===== src/rtl/tmr_mac_layer_if.sv =====
// Handshake/data bundle for tmr_mac_layer.
// TMR_FAULT_INJ_EN adds the inj_en/inj_sel/inj_mask fault-injection controls.
interface tmr_mac_layer_if #(
  parameter int DATA_W    = 16,
  parameter int N_IN      = 8,
  parameter int N_OUT     = 2,
  parameter int ERR_CNT_W = 8
);
  logic                          start;
  logic [N_IN*DATA_W-1:0]        X;
  logic [N_OUT*N_IN*DATA_W-1:0]  W;
  logic [N_OUT*DATA_W-1:0]       B;
  logic                          clr_fault;
  logic                          busy;
  logic                          valid;
  logic [N_OUT*DATA_W-1:0]       Y;
  logic [2:0]                    fault_replica;
  logic [ERR_CNT_W-1:0]          err_cnt;
`ifdef TMR_FAULT_INJ_EN
  logic                          inj_en;
  logic [1:0]                    inj_sel;
  logic [DATA_W-1:0]             inj_mask;

  modport master (output start, X, W, B, clr_fault, inj_en, inj_sel, inj_mask,
                  input  busy, valid, Y, fault_replica, err_cnt);
  modport slave  (input  start, X, W, B, clr_fault, inj_en, inj_sel, inj_mask,
                  output busy, valid, Y, fault_replica, err_cnt);
`else
  modport master (output start, X, W, B, clr_fault,
                  input  busy, valid, Y, fault_replica, err_cnt);
  modport slave  (input  start, X, W, B, clr_fault,
                  output busy, valid, Y, fault_replica, err_cnt);
`endif
endinterface


===== src/rtl/tmr_mac_layer.sv =====
// Triple-modular-redundant fully connected layer: three sequential MAC replicas, bitwise voter,
// sticky per-replica fault flags and saturating disagreement counter. Option: TMR_FAULT_INJ_EN.
module tmr_mac_layer #(
  parameter int DATA_W    = 16,
  parameter int FRAC_W    = 10,
  parameter int N_IN      = 8,
  parameter int N_OUT     = 2,
  parameter int ERR_CNT_W = 8
) (
  input  logic           clk,
  input  logic           reset,
  tmr_mac_layer_if.slave bus
);
  localparam int KW    = (N_IN > 1) ? $clog2(N_IN) : 1;
  localparam int ACC_W = 2*DATA_W + $clog2(N_IN);
  localparam int S_W   = ACC_W + 1;
  localparam logic signed [S_W-1:0] SAT_MAX = S_W'(2**(DATA_W-1) - 1);
  localparam logic signed [S_W-1:0] SAT_MIN = -S_W'(2**(DATA_W-1));

  typedef enum logic [1:0] {IDLE, MAC, FIN, VOTE} state_t;

  function automatic logic signed [DATA_W-1:0] sat_fn(input logic signed [S_W-1:0] v);
    if (v > SAT_MAX)      sat_fn = SAT_MAX[DATA_W-1:0];
    else if (v < SAT_MIN) sat_fn = SAT_MIN[DATA_W-1:0];
    else                  sat_fn = v[DATA_W-1:0];
  endfunction

  // Bias add, floor shift back to Q format, saturate, then ReLU.
  function automatic logic signed [DATA_W-1:0] fin_fn(input logic signed [ACC_W-1:0] acc,
                                                      input logic signed [DATA_W-1:0] bias);
    logic signed [S_W-1:0]    s;
    logic signed [DATA_W-1:0] q;
    s = S_W'(acc) + (S_W'(bias) <<< FRAC_W);
    q = sat_fn(s >>> FRAC_W);
    fin_fn = q[DATA_W-1] ? '0 : q;
  endfunction

  state_t                     state_q, state_d;
  logic [KW-1:0]              k_q;
  logic [N_IN*DATA_W-1:0]     x_q;
  logic signed [ACC_W-1:0]    acc_q [3][N_OUT];
  logic signed [DATA_W-1:0]   res_q [3][N_OUT];
  logic signed [2*DATA_W-1:0] prod  [3][N_OUT];
  logic signed [DATA_W-1:0]   vote  [N_OUT];
  logic signed [DATA_W-1:0]   inj_word [3];
  logic signed [DATA_W-1:0]   x_k;
  logic [2:0]                 mism;
  logic [N_OUT*DATA_W-1:0]    y_q;
  logic [2:0]                 fault_q;
  logic [ERR_CNT_W-1:0]       err_q;

  always_ff @(posedge clk or negedge reset) begin
    if (!reset) state_q <= IDLE;
    else        state_q <= state_d;
  end

  always_comb begin
    state_d = state_q;
    case (state_q)
      IDLE:    if (bus.start) state_d = MAC;
      MAC:     if (k_q == KW'(N_IN-1)) state_d = FIN;
      FIN:     state_d = VOTE;
      VOTE:    state_d = IDLE;
      default: state_d = IDLE;
    endcase
  end

  assign x_k = $signed(x_q[int'(k_q)*DATA_W +: DATA_W]);

  always_comb begin
    for (int r = 0; r < 3; r++)
      for (int j = 0; j < N_OUT; j++)
        prod[r][j] = x_k * $signed(bus.W[(j*N_IN + int'(k_q))*DATA_W +: DATA_W]);
  end

`ifdef TMR_FAULT_INJ_EN
  always_comb begin
    for (int r = 0; r < 3; r++)
      inj_word[r] = (bus.inj_en && bus.inj_sel == 2'(r)) ? $signed(bus.inj_mask) : '0;
  end
`else
  always_comb begin
    for (int r = 0; r < 3; r++) inj_word[r] = '0;
  end
`endif

  // MAC / FIN stage: per-replica accumulate, then finalise into res_q
  always_ff @(posedge clk or negedge reset) begin
    if (!reset) begin
      k_q <= '0;
      x_q <= '0;
      for (int r = 0; r < 3; r++)
        for (int j = 0; j < N_OUT; j++) begin
          acc_q[r][j] <= '0;
          res_q[r][j] <= '0;
        end
    end else begin
      case (state_q)
        IDLE: if (bus.start) begin
          x_q <= bus.X;
          k_q <= '0;
          for (int r = 0; r < 3; r++)
            for (int j = 0; j < N_OUT; j++) acc_q[r][j] <= '0;
        end
        MAC: begin
          k_q <= k_q + 1'b1;
          for (int r = 0; r < 3; r++)
            for (int j = 0; j < N_OUT; j++)
              acc_q[r][j] <= acc_q[r][j] + ACC_W'(prod[r][j]);
        end
        FIN: begin
          for (int r = 0; r < 3; r++)
            for (int j = 0; j < N_OUT; j++)
              res_q[r][j] <= fin_fn(acc_q[r][j], $signed(bus.B[j*DATA_W +: DATA_W])) ^ inj_word[r];
        end
        default: ;
      endcase
    end
  end

  always_comb begin
    mism = '0;
    for (int j = 0; j < N_OUT; j++) begin
      vote[j] = (res_q[0][j] & res_q[1][j]) | (res_q[0][j] & res_q[2][j]) | (res_q[1][j] & res_q[2][j]);
      for (int r = 0; r < 3; r++)
        if (res_q[r][j] != vote[j]) mism[r] = 1'b1;
    end
  end

  // VOTE stage: publish voted word and record disagreements
  always_ff @(posedge clk or negedge reset) begin
    if (!reset) begin
      y_q     <= '0;
      fault_q <= '0;
      err_q   <= '0;
    end else begin
      if (state_q == VOTE)
        for (int j = 0; j < N_OUT; j++) y_q[j*DATA_W +: DATA_W] <= vote[j];
      if (state_q == VOTE && |mism) begin
        fault_q <= (bus.clr_fault ? 3'b000 : fault_q) | mism;
        if (bus.clr_fault)   err_q <= ERR_CNT_W'(1);
        else if (err_q != '1) err_q <= err_q + 1'b1;
      end else if (bus.clr_fault) begin
        fault_q <= '0;
        err_q   <= '0;
      end
    end
  end

  assign bus.busy          = (state_q != IDLE);
  assign bus.valid         = (state_q == VOTE);
  assign bus.Y             = y_q;
  assign bus.fault_replica = fault_q;
  assign bus.err_cnt       = err_q;
endmodule


===== src/flat_wrapper.sv =====
// flat-port wrapper written by rule: the top's interface ports become plain ports
module tmr_mac_layer_flat 
#(
  parameter int DATA_W    = 16,
  parameter int FRAC_W    = 10,
  parameter int N_IN      = 8,
  parameter int N_OUT     = 2,
  parameter int ERR_CNT_W = 8
)
  (clk, reset, bus_start, bus_X, bus_W, bus_B, bus_clr_fault, bus_busy, bus_valid, bus_Y, bus_fault_replica, bus_err_cnt);
  tmr_mac_layer_if #(.DATA_W(DATA_W), .N_IN(N_IN), .N_OUT(N_OUT), .ERR_CNT_W(ERR_CNT_W)) bus_i ();
  input  logic clk;
  input  logic reset;
  input wire logic [$bits(bus_i.start)-1:0] bus_start;
  input wire logic [$bits(bus_i.X)-1:0] bus_X;
  input wire logic [$bits(bus_i.W)-1:0] bus_W;
  input wire logic [$bits(bus_i.B)-1:0] bus_B;
  input wire logic [$bits(bus_i.clr_fault)-1:0] bus_clr_fault;
  output wire logic [$bits(bus_i.busy)-1:0] bus_busy;
  output wire logic [$bits(bus_i.valid)-1:0] bus_valid;
  output wire logic [$bits(bus_i.Y)-1:0] bus_Y;
  output wire logic [$bits(bus_i.fault_replica)-1:0] bus_fault_replica;
  output wire logic [$bits(bus_i.err_cnt)-1:0] bus_err_cnt;
  assign bus_i.start = bus_start;
  assign bus_i.X = bus_X;
  assign bus_i.W = bus_W;
  assign bus_i.B = bus_B;
  assign bus_i.clr_fault = bus_clr_fault;
  assign bus_busy = bus_i.busy;
  assign bus_valid = bus_i.valid;
  assign bus_Y = bus_i.Y;
  assign bus_fault_replica = bus_i.fault_replica;
  assign bus_err_cnt = bus_i.err_cnt;
  tmr_mac_layer #(.DATA_W(DATA_W), .FRAC_W(FRAC_W), .N_IN(N_IN), .N_OUT(N_OUT), .ERR_CNT_W(ERR_CNT_W)) u_core (.clk(clk), .reset(reset), .bus(bus_i));
endmodule

===== config.mk =====
export PLATFORM = sky130hd
export DESIGN_NAME = tmr_mac_layer_flat
export DESIGN_NICKNAME = d
export VERILOG_FILES = /design/src/rtl/tmr_mac_layer_if.sv /design/src/rtl/tmr_mac_layer.sv /design/src/flat_wrapper.sv
export SDC_FILE = /design/constraint.sdc
export NUM_CORES = 2
export LEC_CHECK = 0
export CAP_MARGIN = 20
export CORE_UTILIZATION = 60
export CTS_CLUSTER_DIAMETER = 60
export DETAILED_ROUTE_END_ITERATION = 16
export PLACE_DENSITY = 0.87
export REMOVE_ABC_BUFFERS = 1
export SETUP_SLACK_MARGIN = 0.3
export SYNTH_ARGS = -nofsm -noshare
export SYNTH_HDL_FRONTEND = slang
export SYNTH_SLANG_ARGS = --single-unit

===== constraint.sdc =====
create_clock -name clk -period 14.2 [get_ports clk]
set_clock_uncertainty 0.15 [all_clocks]
set_input_delay 2.84 -clock clk [delete_from_list [all_inputs] [get_ports clk]]
set_output_delay 2.84 -clock clk [all_outputs]
set_load 0.005 [all_outputs]

==> impl_metrics.json <==
{
  "max_freq_mhz": 79.0,
  "synth_edf_count": 0,
  "drv_cap": 0,
  "port_buffers": 462,
  "wl_per_cell_um": 22.0,
  "drtPass1Iterations": 8,
  "route.vias.total": 50600,
  "cts-resized-gates": 0,
  "dp_hpwl_um": 137000,
  "fillers": 6923,
  "fin_util_pct": 69.3,
  "core_um2": 95400,
  "drv_slew": 0,
  "die_area_um2": 98200,
  "synth_area_per_cell_um2": 9.12,
  "finalHoldViolations": 0,
  "ios": 465,
  "setup_tns_ns": 0,
  "grt_pass1_wl_um": 275000,
  "postRouteAntennaNets": 0,
  "wirelength_um": 178000,
  "die_width_um": 313,
  "timing.rr.start": "u_core.k_q[0]",
  "viasPerCell": 6.26,
  "seq_area_frac_synth_pct": 20.4,
  "path_clk_slew_ns": 0.06,
  "grt-ovfl-total": 0,
  "grt_max_degree": 216,
  "grt_pass1_vias": 51100,
  "hold_class": "reg2reg",
  "status": "finished clean",
  "stdcell_area_um2": 66100,
  "fp-row-count": 113,
  "min-delay-start": "u_core.bus.Y[20]",
  "period_share_pct": 89.1,
  "cts_sinks": 474,
  "worst_ep_arrival_time_ns": 13.07,
  "cts_root_buf": "clkbuf_16",
  "gp_congestion": 0.982,
  "synth_ff_type": "dfrtp_1",
  "insertion_delay_ns": 0.71,
  "yosys_register_bits": 474,
  "worstPathRequired_ns": 14.61,
  "layout-drive-gt1-share_pct": 7.67,
  "timing_worst_setup_path_type": "in2reg",
  "rsz0062_at_grt": "no",
  "layout_common_cells": "748 x inv_1, 606 x nand2_1, 538 x ha_1, 536 x fa_1, 493 x nor2_1",
  "maxSlewHeadroom_pct": 18.4,
  "ys_types": 86,
  "h-tree-depth": 2,
  "drt_iter0_drc": 5161,
  "async_flop_share_pct": 100,
  "cts_made_buffers": 60,
  "end_kind": "flop",
  "synthCells": 6373,
  "holdBufCountCts": 0,
  "antenna_found_initial": 19,
  "cp_common_cell": "fa_1",
  "grt.total_usage_pct": 35.6,
  "netlist_area_um2": 58100,
  "dpl-instance-area_um2": 64100,
  "critical_path.max_stage_delay_ns": 0.73,
  "cp_max_fo": 6,
  "area_growth_pct": 13.7,
  "clk_path_buf_depth": 3,
  "slowest_stage": "mux2i_1",
  "worstSetupStartpointType": "primary input",
  "setup_viol": 0,
  "drc_errors": 0,
  "cts_setup_buffers": 0,
  "ys.warnings.count": 0,
  "mostFrequentLayoutCell": "inv_1",
  "die_h_um": 313,
  "nNetsFinal": 8238,
  "startpoint": "bus_W[34]",
  "min_period_ns": 12.66,
  "start_util_pct": 60.9,
  "worstMarginPinSlew_ns": 1.19,
  "cts_tree": "done"
}
## area by class of cell
class	instances	area [um2]	area share (%)
Antenna cell	16	40.0	0.0605
Inverter	748	2810	4.25
Multi-Input combinational cell	4940	42700	64.6
Clock buffer	80	1660	2.51
Sequential cell	474	11900	18.0
Tap cell	1265	1580	2.39
Timing Repair Buffer	519	5110	7.72
Clock inverter	32	329	0.498
## worst max-delay path: cells and delay by family
family,cells,cell delay (ns)
AOI/OAI and AO/OA,11,2.05
buffers and inverters,5,1.17
xor gates and xnor gates,2,0.55
and+or+nand+nor,6,1.38
muxes,2,1.32
adders and majority gates,8,3.72
## logic make-up after synthesis
group	after synthesis	share of synthesized area [%]
XOR/XNOR	336	5.06
AND/OR/NAND/NOR	1696	13.5
other	1	0.00645
AO/OA/AOI/OAI	1520	17.0
adder cells (fa/ha/maj)	1075	30.1
flip-flops	474	20.4
buffers and inverters	960	6.22
multiplexers	311	7.77
## registers in the layout, indices dropped and copies added, names as in the netlist
signal                    cells
u_core.acc_q                210
u_core.bus.Y                 30
u_core.bus.err_cnt            8
u_core.bus.fault_replica      3
u_core.k_q                    3
u_core.res_q                 90
u_core.state_q                2
u_core.x_q                  128
## per-stage QoR
| stage | hold WS, ns | std cells | setup WS [ns] |
|---|---|---|---|
| global route | 0.341 | 8073 | 1.28 |
| CTS | 0.332 | 8058 | 2.11 |
| finish | 0.327 | 8074 | 1.54 |
| floorplan | 0.305 | 6162 | 0.0502 |
| global placement | 0.311 | 7946 | 1.84 |
| detailed placement | 0.318 | 7946 | 1.49 |
## Yosys cell counts, types with 41 or more instances
library cell  count  area, um2
inv_1           748       2810
nand2_1         608       2280
ha_1            539       6740
fa_1            536      10700
nor2_1          493       1850
dfrtp_1         474      11900
o21ai_0         391       1960
a21oi_1         360       1800
a21o_1          210       1580
xnor2_1         197       1730
clkbuf_1        185        694
mux2_2          163       1840
xor2_1          139       1220
nand2b_1        101        632
mux4_2           96       2160
nor2b_1          84        526
nor3_1           73        365
a211oi_1         71        533
nand3_1          63        315
o21a_1           56        420
mux2i_1          52        521
o31ai_1          45        338
and3_1           42        263
o21bai_1         42        315
a31oi_1          41        257
## worst paths after layout
path | slack, ns | depth (start not counted) | end
max in group asynchronous | 9.73 | 3 | u_core.bus.Y[5]
hold / removal | 0.33 | 1 | u_core.bus.Y[20]
setup / recovery | 1.54 | 34 | u_core.acc_q[139]
min in group asynchronous | 1.95 | 1 | u_core.x_q[16]
setup reg to reg | 2.69 | 34 | u_core.acc_q[139]
hold reg to reg | 0.33 | 1 | u_core.bus.Y[20]
## routing by layer
| metal | wire length, um | part of all wire [%] | up-vias | track usage (%) |
|---|---|---|---|---|
| met2 | 80900 | 46 | 2815 | 56.9 |
| met1 | 66900 | 38 | 24300 | 44.4 |
| met4 | 12200 | 6.9 | 4 | 21.5 |
| met5 | 26 | 0.015 | - | 0 |
| met3 | 17800 | 10 | 704 | 7.51 |
| li1 | - | - | 22800 | - |
Power is left out: the tool's default activity adds up to more than one toggle a clock period on the data nets, which glitch-free logic cannot reach.
